## src/rtl/regfile_scoreboard.sv

```systemverilog
// Decode-stage register file with write-to-read bypass and a per-register
// busy scoreboard tracking outstanding producers for hazard detection.
module regfile_scoreboard #(
  parameter int DATA_W   = 32,
  parameter int ADDR_W   = 5,
  parameter bit ZERO_REG = 1'b1,
  parameter bit BYPASS   = 1'b1
) (
  input  logic              clk,
  input  logic              rst,
  input  logic [ADDR_W-1:0] rd_addr_a,
  input  logic [ADDR_W-1:0] rd_addr_b,
  output logic [DATA_W-1:0] rd_data_a,
  output logic [DATA_W-1:0] rd_data_b,
  output logic              rd_busy_a,
  output logic              rd_busy_b,
  input  logic              wr_en,
  input  logic [ADDR_W-1:0] wr_addr,
  input  logic [DATA_W-1:0] wr_data,
  input  logic              iss_en,
  input  logic [ADDR_W-1:0] iss_addr,
  output logic              iss_ok,
  input  logic              flush,
  output logic [ADDR_W:0]   pending_cnt,
  output logic              err_waw
);

  localparam int DEPTH = 2 ** ADDR_W;

  logic [DATA_W-1:0] r_regs [DEPTH];
  logic [DEPTH-1:0]  r_busy;
  logic [ADDR_W:0]   r_pending_cnt;
  logic              r_err_waw;

  logic              w_wr_ok;
  logic              w_iss_zero;
  logic              w_iss_ok;
  logic              w_inc;
  logic              w_dec;
  logic              w_err_nxt;
  logic [DEPTH-1:0]  w_busy_nxt;
  logic [ADDR_W:0]   w_cnt_nxt;

  assign w_wr_ok    = wr_en & ~(ZERO_REG & (wr_addr == '0));
  assign w_iss_zero = ZERO_REG & (iss_addr == '0);

  // A busy target is still issuable when its producer retires this very cycle.
  assign w_iss_ok = iss_en & ~flush & ~w_iss_zero &
                    (~r_busy[iss_addr] | (wr_en & (wr_addr == iss_addr)));

  assign w_inc     = w_iss_ok & ~r_busy[iss_addr];
  assign w_dec     = w_wr_ok & r_busy[wr_addr] & ~(w_iss_ok & (iss_addr == wr_addr));
  assign w_err_nxt = iss_en & ~flush & ~w_iss_zero & r_busy[iss_addr] &
                     ~(wr_en & (wr_addr == iss_addr));

  always_comb begin
    w_busy_nxt = r_busy;
    for (int i = 0; i < DEPTH; i++) begin
      w_busy_nxt[i] = flush ? 1'b0 :
                      (w_iss_ok && (iss_addr == ADDR_W'(i))) ? 1'b1 :
                      (w_wr_ok  && (wr_addr  == ADDR_W'(i))) ? 1'b0 :
                      r_busy[i];
    end
    w_cnt_nxt = flush ? '0 :
                r_pending_cnt + (ADDR_W + 1)'(w_inc) - (ADDR_W + 1)'(w_dec);
  end

  always_comb begin
    rd_data_a = r_regs[rd_addr_a];
    if (ZERO_REG && (rd_addr_a == '0)) begin
      rd_data_a = '0;
    end else if (BYPASS && w_wr_ok && (wr_addr == rd_addr_a)) begin
      rd_data_a = wr_data;
    end else begin
      rd_data_a = r_regs[rd_addr_a];
    end
  end

  always_comb begin
    rd_data_b = r_regs[rd_addr_b];
    if (ZERO_REG && (rd_addr_b == '0)) begin
      rd_data_b = '0;
    end else if (BYPASS && w_wr_ok && (wr_addr == rd_addr_b)) begin
      rd_data_b = wr_data;
    end else begin
      rd_data_b = r_regs[rd_addr_b];
    end
  end

  assign rd_busy_a = r_busy[rd_addr_a] & ~(BYPASS & wr_en & (wr_addr == rd_addr_a));
  assign rd_busy_b = r_busy[rd_addr_b] & ~(BYPASS & wr_en & (wr_addr == rd_addr_b));

  assign iss_ok      = w_iss_ok;
  assign pending_cnt = r_pending_cnt;
  assign err_waw     = r_err_waw;

  always_ff @(posedge clk or negedge rst) begin
    if (!rst) begin
      for (int i = 0; i < DEPTH; i++) begin
        r_regs[i] <= '0;
      end
    end else if (w_wr_ok) begin
      r_regs[wr_addr] <= wr_data;
    end
  end

  always_ff @(posedge clk or negedge rst) begin
    if (!rst) begin
      r_busy        <= '0;
      r_pending_cnt <= '0;
      r_err_waw     <= 1'b0;
    end else begin
      r_busy        <= w_busy_nxt;
      r_pending_cnt <= w_cnt_nxt;
      r_err_waw     <= w_err_nxt;
    end
  end

endmodule

```

## config.mk

```make
export PLATFORM = sky130hd
export DESIGN_NAME = regfile_scoreboard
export DESIGN_NICKNAME = d
export VERILOG_FILES = /design/src/rtl/regfile_scoreboard.sv
export SDC_FILE = /design/constraint.sdc
export NUM_CORES = 2
export LEC_CHECK = 0
export ABC_CLOCK_PERIOD_IN_PS = 4700
export CAP_MARGIN = 20
export CORE_MARGIN = 3
export CORE_UTILIZATION = 30
export CTS_CLUSTER_DIAMETER = 200
export DETAILED_ROUTE_END_ITERATION = 7
export GPL_TIMING_DRIVEN = 0
export PLACE_DENSITY_LB_ADDON = 0.1
export SLEW_MARGIN = 20
export SYNTH_ARGS = -nofsm -noshare
export SYNTH_HDL_FRONTEND = slang
export SYNTH_SLANG_ARGS = --single-unit
export TNS_END_PERCENT = 20
```

## constraint.sdc

```tcl
create_clock -name clk -period 4.7 [get_ports clk]
set_input_delay 0.94 -clock clk [delete_from_list [all_inputs] [get_ports clk]]
set_output_delay 0.94 -clock clk [all_outputs]
set_load 0.01 [all_outputs]
```

---- Yosys cells after proc, flatten, opt, wreduce, memory -nomap -nowiden ----
Cells that the tools add are included.
cells by class
  add/sub/neg operators ................... 2
  order comparisons ....................... 8
  eq/ne operators ......................... 66
  mux-type cells .......................... 118
  bitwise logic cells ..................... 27
  reductions and logical operators ........ 103
operators by type and width
  operator                                                     count
  bitwise mux 1024 bit                                         1
  binary-select mux 32 bit (select 5 bit)                      2
  2-to-1 mux 32 bit                                            9
  demux 32 bit (select 5 bit)                                  1
  == test 5 bit (second input constant)                        32
  2-to-1 mux 1 bit                                             100
  nonzero test 3 bit                                           32
  == test 5 x 4 -> 1 bit (second input constant)               16
  logical AND 1 bit                                            67
  == test 5 x 3 -> 1 bit (second input constant)               8
  less-than comparator 5 x 6 -> 1 bit (second input constant)  4
  binary-select mux 1 bit (select 5 bit)                       4
  == test 5 x 2 -> 1 bit (second input constant)               4
  == test 5 bit                                                4
  logical NOT 5 bit                                            4
  greater-or-equal comparator 6 bit (second input constant)    3
  inverter 5 -> 6 bit                                          3
  bitwise AND 1 bit                                            15
  == test 5 x 1 -> 1 bit (second input constant)               2
  inverter 1 bit                                               8
  adder 6 x 1 -> 6 bit                                         1
  less-than comparator 6 x 1 -> 1 bit (second input constant)  1
  2-to-1 mux 6 bit                                             1
  subtractor 6 x 1 -> 6 bit                                    1
  OR 1 bit                                                     1
storage, ports and cells
  flip-flop bits (word level) ............. 1063
  input port bits ......................... 57
  output and inout bits ................... 74
  word-level logic and storage cells ...... 390

---- Depth between registers and ports, before layout ----
  word-level depth ........................ 10
  gate-level depth with buffers ........... 16
  gate-level depth less buffers ........... 14

---- Worst setup path before layout ----
OpenSTA, ideal clock, no wires.
  path type ............................... input-to-reg
  start ................................... input port wr_addr[0]
  end ..................................... register r_pending_cnt[4] (netlist: pending_cnt[4])
  library setup time ...................... 0.132 ns
  arrival time ............................ 3.824 ns
  data required time ...................... 4.568 ns
  slack ................................... 0.744 ns
  stages .................................. 15
  buffers on the path ..................... 2
  path through ............................ buf_6 > buf_2 > mux4_2 > mux4_2 > mux2i_1 > a2111oi_0 > ha_1 > inv_1 > ha_1 > fa_1 > a21oi_1 > nor2_1 > nor2_1 > xor2_1 > nor2_1
on the way
  longest elaborated chain between the ends .. 9
  elaborated cells between the ends (all ways) .. 18
  those cells by class .................... add/sub (2); eq/ne (2); mux (3); bitwise (10); reduce/logical (1)
ends and longest elaborated chain
  what                                                                          line  RTL
  start: declaration                                                            18    input logic [ADDR_W-1:0] wr_addr,
  parallel branches: the longest is 7 deep, another holds adder 6 x 1 -> 6 bit  n/a
  subtractor 6 x 1 -> 6 bit (*)                                                 65    r_pending_cnt + (ADDR_W + 1)'(w_inc) - (ADDR_W + 1)'(w_dec);
  2-to-1 mux 6 bit (*)                                                          64    w_cnt_nxt = flush ? '0 :
  net w_cnt_nxt[4]                                                              42    logic [ADDR_W:0] w_cnt_nxt;
  end signal: assignment                                                        114   r_pending_cnt <= w_cnt_nxt;
  end: declaration                                                              32    logic [ADDR_W:0] r_pending_cnt;
Mark *: on every way through the listed nets, which the timed path passes. The select of a mux whose other input is x is not followed.
A chain may end at the register's enable or synchronous reset.

---- Worst setup path after layout ----
  start ................................... input port rd_addr_b[3]
  end ..................................... output port rd_data_b[6]
on the way
  longest elaborated chain between the ends .. 6
  elaborated cells between the ends (all ways) .. 9
  those cells by class .................... eq/ne (1); mux (5); bitwise (1); reduce/logical (2)
ends and longest elaborated chain
  what                                                   line  RTL
  start: declaration                                     12    input logic [ADDR_W-1:0] rd_addr_b,
  inverter 5 -> 6 bit (not written as such)              86    rd_data_b = r_regs[rd_addr_b];
  binary-select mux 32 bit (select 5 bit)                86
  2-to-1 mux 32 bit (not written as such) (2 in series)  86
  2-to-1 mux 32 bit                                      83    end else if (BYPASS && w_wr_ok && (wr_addr == rd_addr_b)) begin
  2-to-1 mux 32 bit (*)                                  81    if (ZERO_REG && (rd_addr_b == '0)) begin
  end: declaration                                       14    output logic [DATA_W-1:0] rd_data_b,
Every way passes the cells marked *; elsewhere a longest branch is shown, timed or not. The select of a mux whose other input is x is not followed.

==> results.yml <==
run_status:
  status: "complete, but fails checks"
  violations: "negative setup slack"
global_route:
  grt_overflow_total: 0
  grt_max_degree: 129
  use_met3: 0.06263
  first_global_vias: 40362
  groute.usage.overall: 0.2923
  groute.layer.met1.usage: 0.3999
  grt_met2_use: 0.4469
  global_route_wire_length_before_repair_mm: 387.1
  grt_most_used_layer: "met2"
  antenna_found_initial: 19
synth:
  post-synth-top-area-cell: "dfrtp_1"
  area_fraction_in_compound_gates_after_synthesis: 0.02944
  syn-cell-area_um2: 57970
  portion_of_the_post_synthesis_area_used_by_sequential_elements: 0.4589
  yosysUniqueCellTypes: 65
  post_synth_mux_area_share: 0.4437
  mappedNetlistNets: 3865
  synthXorXnorAreaFrac: 0.002871
  ys_ff_latch: 1063
  yosys.area_share.adder: 0.001640
  synthesis.area_per_instance_um2: 15.25
  synth.area.top_cells: "dfrtp_1 (46%), mux4_2 (23%), mux2_2 (19%)"
  synth.yosys.warnings: 0
  asyncSetResetFlopFracSynth: 1.000
  dominant_combinational_cell_family_by_area_after_synthesis: "multiplexers"
  synth_top_cell_area_share: 0.4589
  post_synth_inst_count: 3801
  cell_types_with_the_highest_counts_after_synthesis: "dfrtp_1 (1,063), mux2_2 (998), mux4_2 (591)"
  synth_top_flop_cell: "dfrtp_1"
  synth.most_common_cell: "dfrtp_1"
  share_of_synthesized_cell_area_in_and_or_nand_and_nor_gates: 0.02612
  synth_edf_count: 0
setup_path:
  r2r_slack_ns: 1.33
  setup.worst_path.end_class: "primary output"
  cp-startpoint: "rd_addr_b[3]"
  path_max_fanout: 10
  worst_setup_path_endpoint: "rd_data_b[6]"
  worst_setup_path_start_kind: "input pin"
  slowest_stage: "clkdlybuf4s50_1"
  timing.rr.start: "r_busy[30]$_DFFE_PN0P_"
  critical_path_required_ns: 3.76
  critical_path.max_stage_delay_ns: 0.59
  path_cells: "clkdlybuf4s50_1 -> buf_4 -> buf_4 -> clkbuf_2 -> buf_12 -> a21oi_1 -> a21oi_1 -> o22ai_2 -> o21ai_4 -> clkdlybuf4s50_1"
  regToRegEndpoint: "pending_cnt[4]$_DFF_PN0_"
  reg2regPathDepth: 13
  critPathKind: "in2out"
  worst_ep_arrival_time_ns: 3.91
placement:
  detailed_place.area_um2: 63750
  post-dp-hpwl_mm: 196.9
  place.gp.congestion: 0.9053
  io_buffer_count: 114
  inst_count_dp: 6481
floorplanning:
  die_y_um: 445.6
  io-pin-count: 131
  coreArea_um2: 191200
  die_width_um: 445.6
  die_area_um2: 198600
  floorplan.initialDensity: 0.3032
  std_cell_rows: 160
power_and_ir_drop:
  power_leakage_nw: 29.24
  vdd_ir_drop_max_mv: 0.2510
  power_per_cell_area_nw_per_um2: 424.1
clock_tree:
  tritoncts: "built"
  number_of_buffers_on_the_longest_clock_path: 3
  numCtsBuffers: 139
  cts_root_buf: "clkbuf_16"
  clk_pin_slew_worst_paths_ns: 0.05
  h-tree-depth: 4
  clock-sinks: 1063
  clkLatencyLatePin_ns: 0.81
detailed_routing:
  post-route-drc-count: 0
  wl_per_cell_um: 43.39
  drt_first_iter_violations: 5110
  route.vias.total: 40559
  postRouteWirelength_mm: 292.1
  avg_vias_per_cell: 6.025
  postRouteAntennaNets: 0
  firstDrtPassIters: 5
finish:
  numnets_final: 4183
  finalInstanceArea_um2: 69600
  post_layout_nonfiller_instances: 6732
  post_route_cells_drive_above_1_share: 0.5237
  layout.area.seq_um2: 26600
  synthToLayoutAreaGrowth_pct: 20.06
  area_of_the_multi_input_gates_um2: 29540
  postLayoutCoreUtil: 0.3641
  n_fill_cell: 18171
hold_path:
  holdCritPathClass: "reg2reg"
sta:
  report.final.slew_viol_count: 0
  post-route-worst-setup-slack_ns: -0.1503
  relSlewSlack: 0.1744
  min_cycle_time_layout_ns: 4.850
  worst-slew-pin-transition_ns: 1.228
  final_min_period_over_clock_period: 1.032
  hold_slack_ns: 0.4718
  setup_total_negative_slack_ns: -0.3981
  report.final.hold_viol_count: 0
  final-setup-viol-count: 10
  grt_setup_unrepaired: "true"
  clock.fmax_ghz: 0.2062
  clock-skew-final_ns: 0.01795
job:
  drv.max_cap_violation_count: 0
## registers in the layout (all words and copies together), names as in the netlist
name	flops
err_waw	1
r_regs	1024
r_busy	32
pending_cnt	6
## critical path: cells and delay by family
kind | cells | cell delay, ns
AO/OA/AOI/OAI | 4 | 0.70
buffers and inverters | 6 | 2.23
## layout by cell type, fill, tap and decap left out, types with 17 or more instances in the layout
cell type / n
buf_12: 50
buf_2: 113
a22oi_1: 23
o221ai_1: 20
buf_6: 29
mux2_2: 998
buf_16: 37
o22ai_1: 23
clkdlybuf4s50_1: 84
nand2_1: 105
dfrtp_1: 1063
buf_8: 23
a211oi_1: 18
inv_1: 25
a21oi_1: 59
clkbuf_2: 39
clkbuf_1: 190
nor2b_1: 26
nor2_1: 27
clkbuf_8: 35
dlygate4sd2_1: 22
clkbuf_16: 146
buf_4: 38
nand2b_1: 45
mux2i_1: 103
mux4_2: 591
nand3_1: 23
o32ai_1: 17
## area by class of cell
class / count / share of cell area
clock buffers: 212 / 0.05810
multi-input cells: 2272 / 0.4244
flip-flops and latches: 1063 / 0.3822
plain buffers: 439 / 0.04575
well taps: 2511 / 0.04514
inverters: 27 / 0.001528
repair buffers: 177 / 0.03721
diodes: 5 / 0.0001798
clock inverters: 26 / 0.005519
## report_power, final
group	total, W	leakage (nW)	internal [W]	switching, W
logic	0.00674	13.4	0.00374	0.00301
registers	0.0121	13.7	0.0109	0.00125
clock network	0.0107	2.16	0.00620	0.00448
total	0.0295	29.2	0.0208	0.00873
## metal layers
metal	vias up	part of all wire
li1	15384	-
met2	1988	0.45
met1	22685	0.42
met4	2	0.051
met5	-	0.000045
met3	500	0.076
## kinds of logic after synthesis
logic type / after synthesis
AOI/OAI and AO/OA: 252
buffers and inverters: 466
adders and majority gates: 7
xor gates and xnor gates: 19
DFF: 1063
and+or+nand+nor: 289
muxes: 1705
## how the worst min path moves through the flow
stage                               end  cells past startpoint  slack [ns]                startpoint
2_1_floorplan  r_regs[1004]$_DFFE_PN0P_                      1        0.44  r_regs[1004]$_DFFE_PN0P_
3_5_place_dp   r_regs[1013]$_DFFE_PN0P_                      1        0.46  r_regs[1013]$_DFFE_PN0P_
5_1_grt         r_regs[999]$_DFFE_PN0P_                      1        0.50   r_regs[999]$_DFFE_PN0P_
3_3_place_gp   r_regs[1021]$_DFFE_PN0P_                      1        0.45  r_regs[1021]$_DFFE_PN0P_
4_1_cts        r_regs[1014]$_DFFE_PN0P_                      1        0.48  r_regs[1014]$_DFFE_PN0P_
6_report       r_regs[1012]$_DFFE_PN0P_                      1        0.47  r_regs[1012]$_DFFE_PN0P_
## metrics by stage
stage | total power (W) | worst slack, ns
after floorplan | 0.01606 | 0.7441
final | 0.02952 | -0.1503
after global routing | 0.03055 | -0.1185
after CTS | 0.02958 | -0.2106
after detailed placement | 0.01876 | -2.233
after global placement | 0.01860 | -50.81
## timing repair
item | CTS | global route
gates resized for setup | 312 | 68
setup buffers | 6 | 1
pin swaps | 11 | 3
endpoints found under the hold margin | 8 | 0
gates cloned | 0 | 0
hold buffers | 1 | 0
endpoints found under the setup margin | 67 | 38
Power figures use the tool's default switching activity.
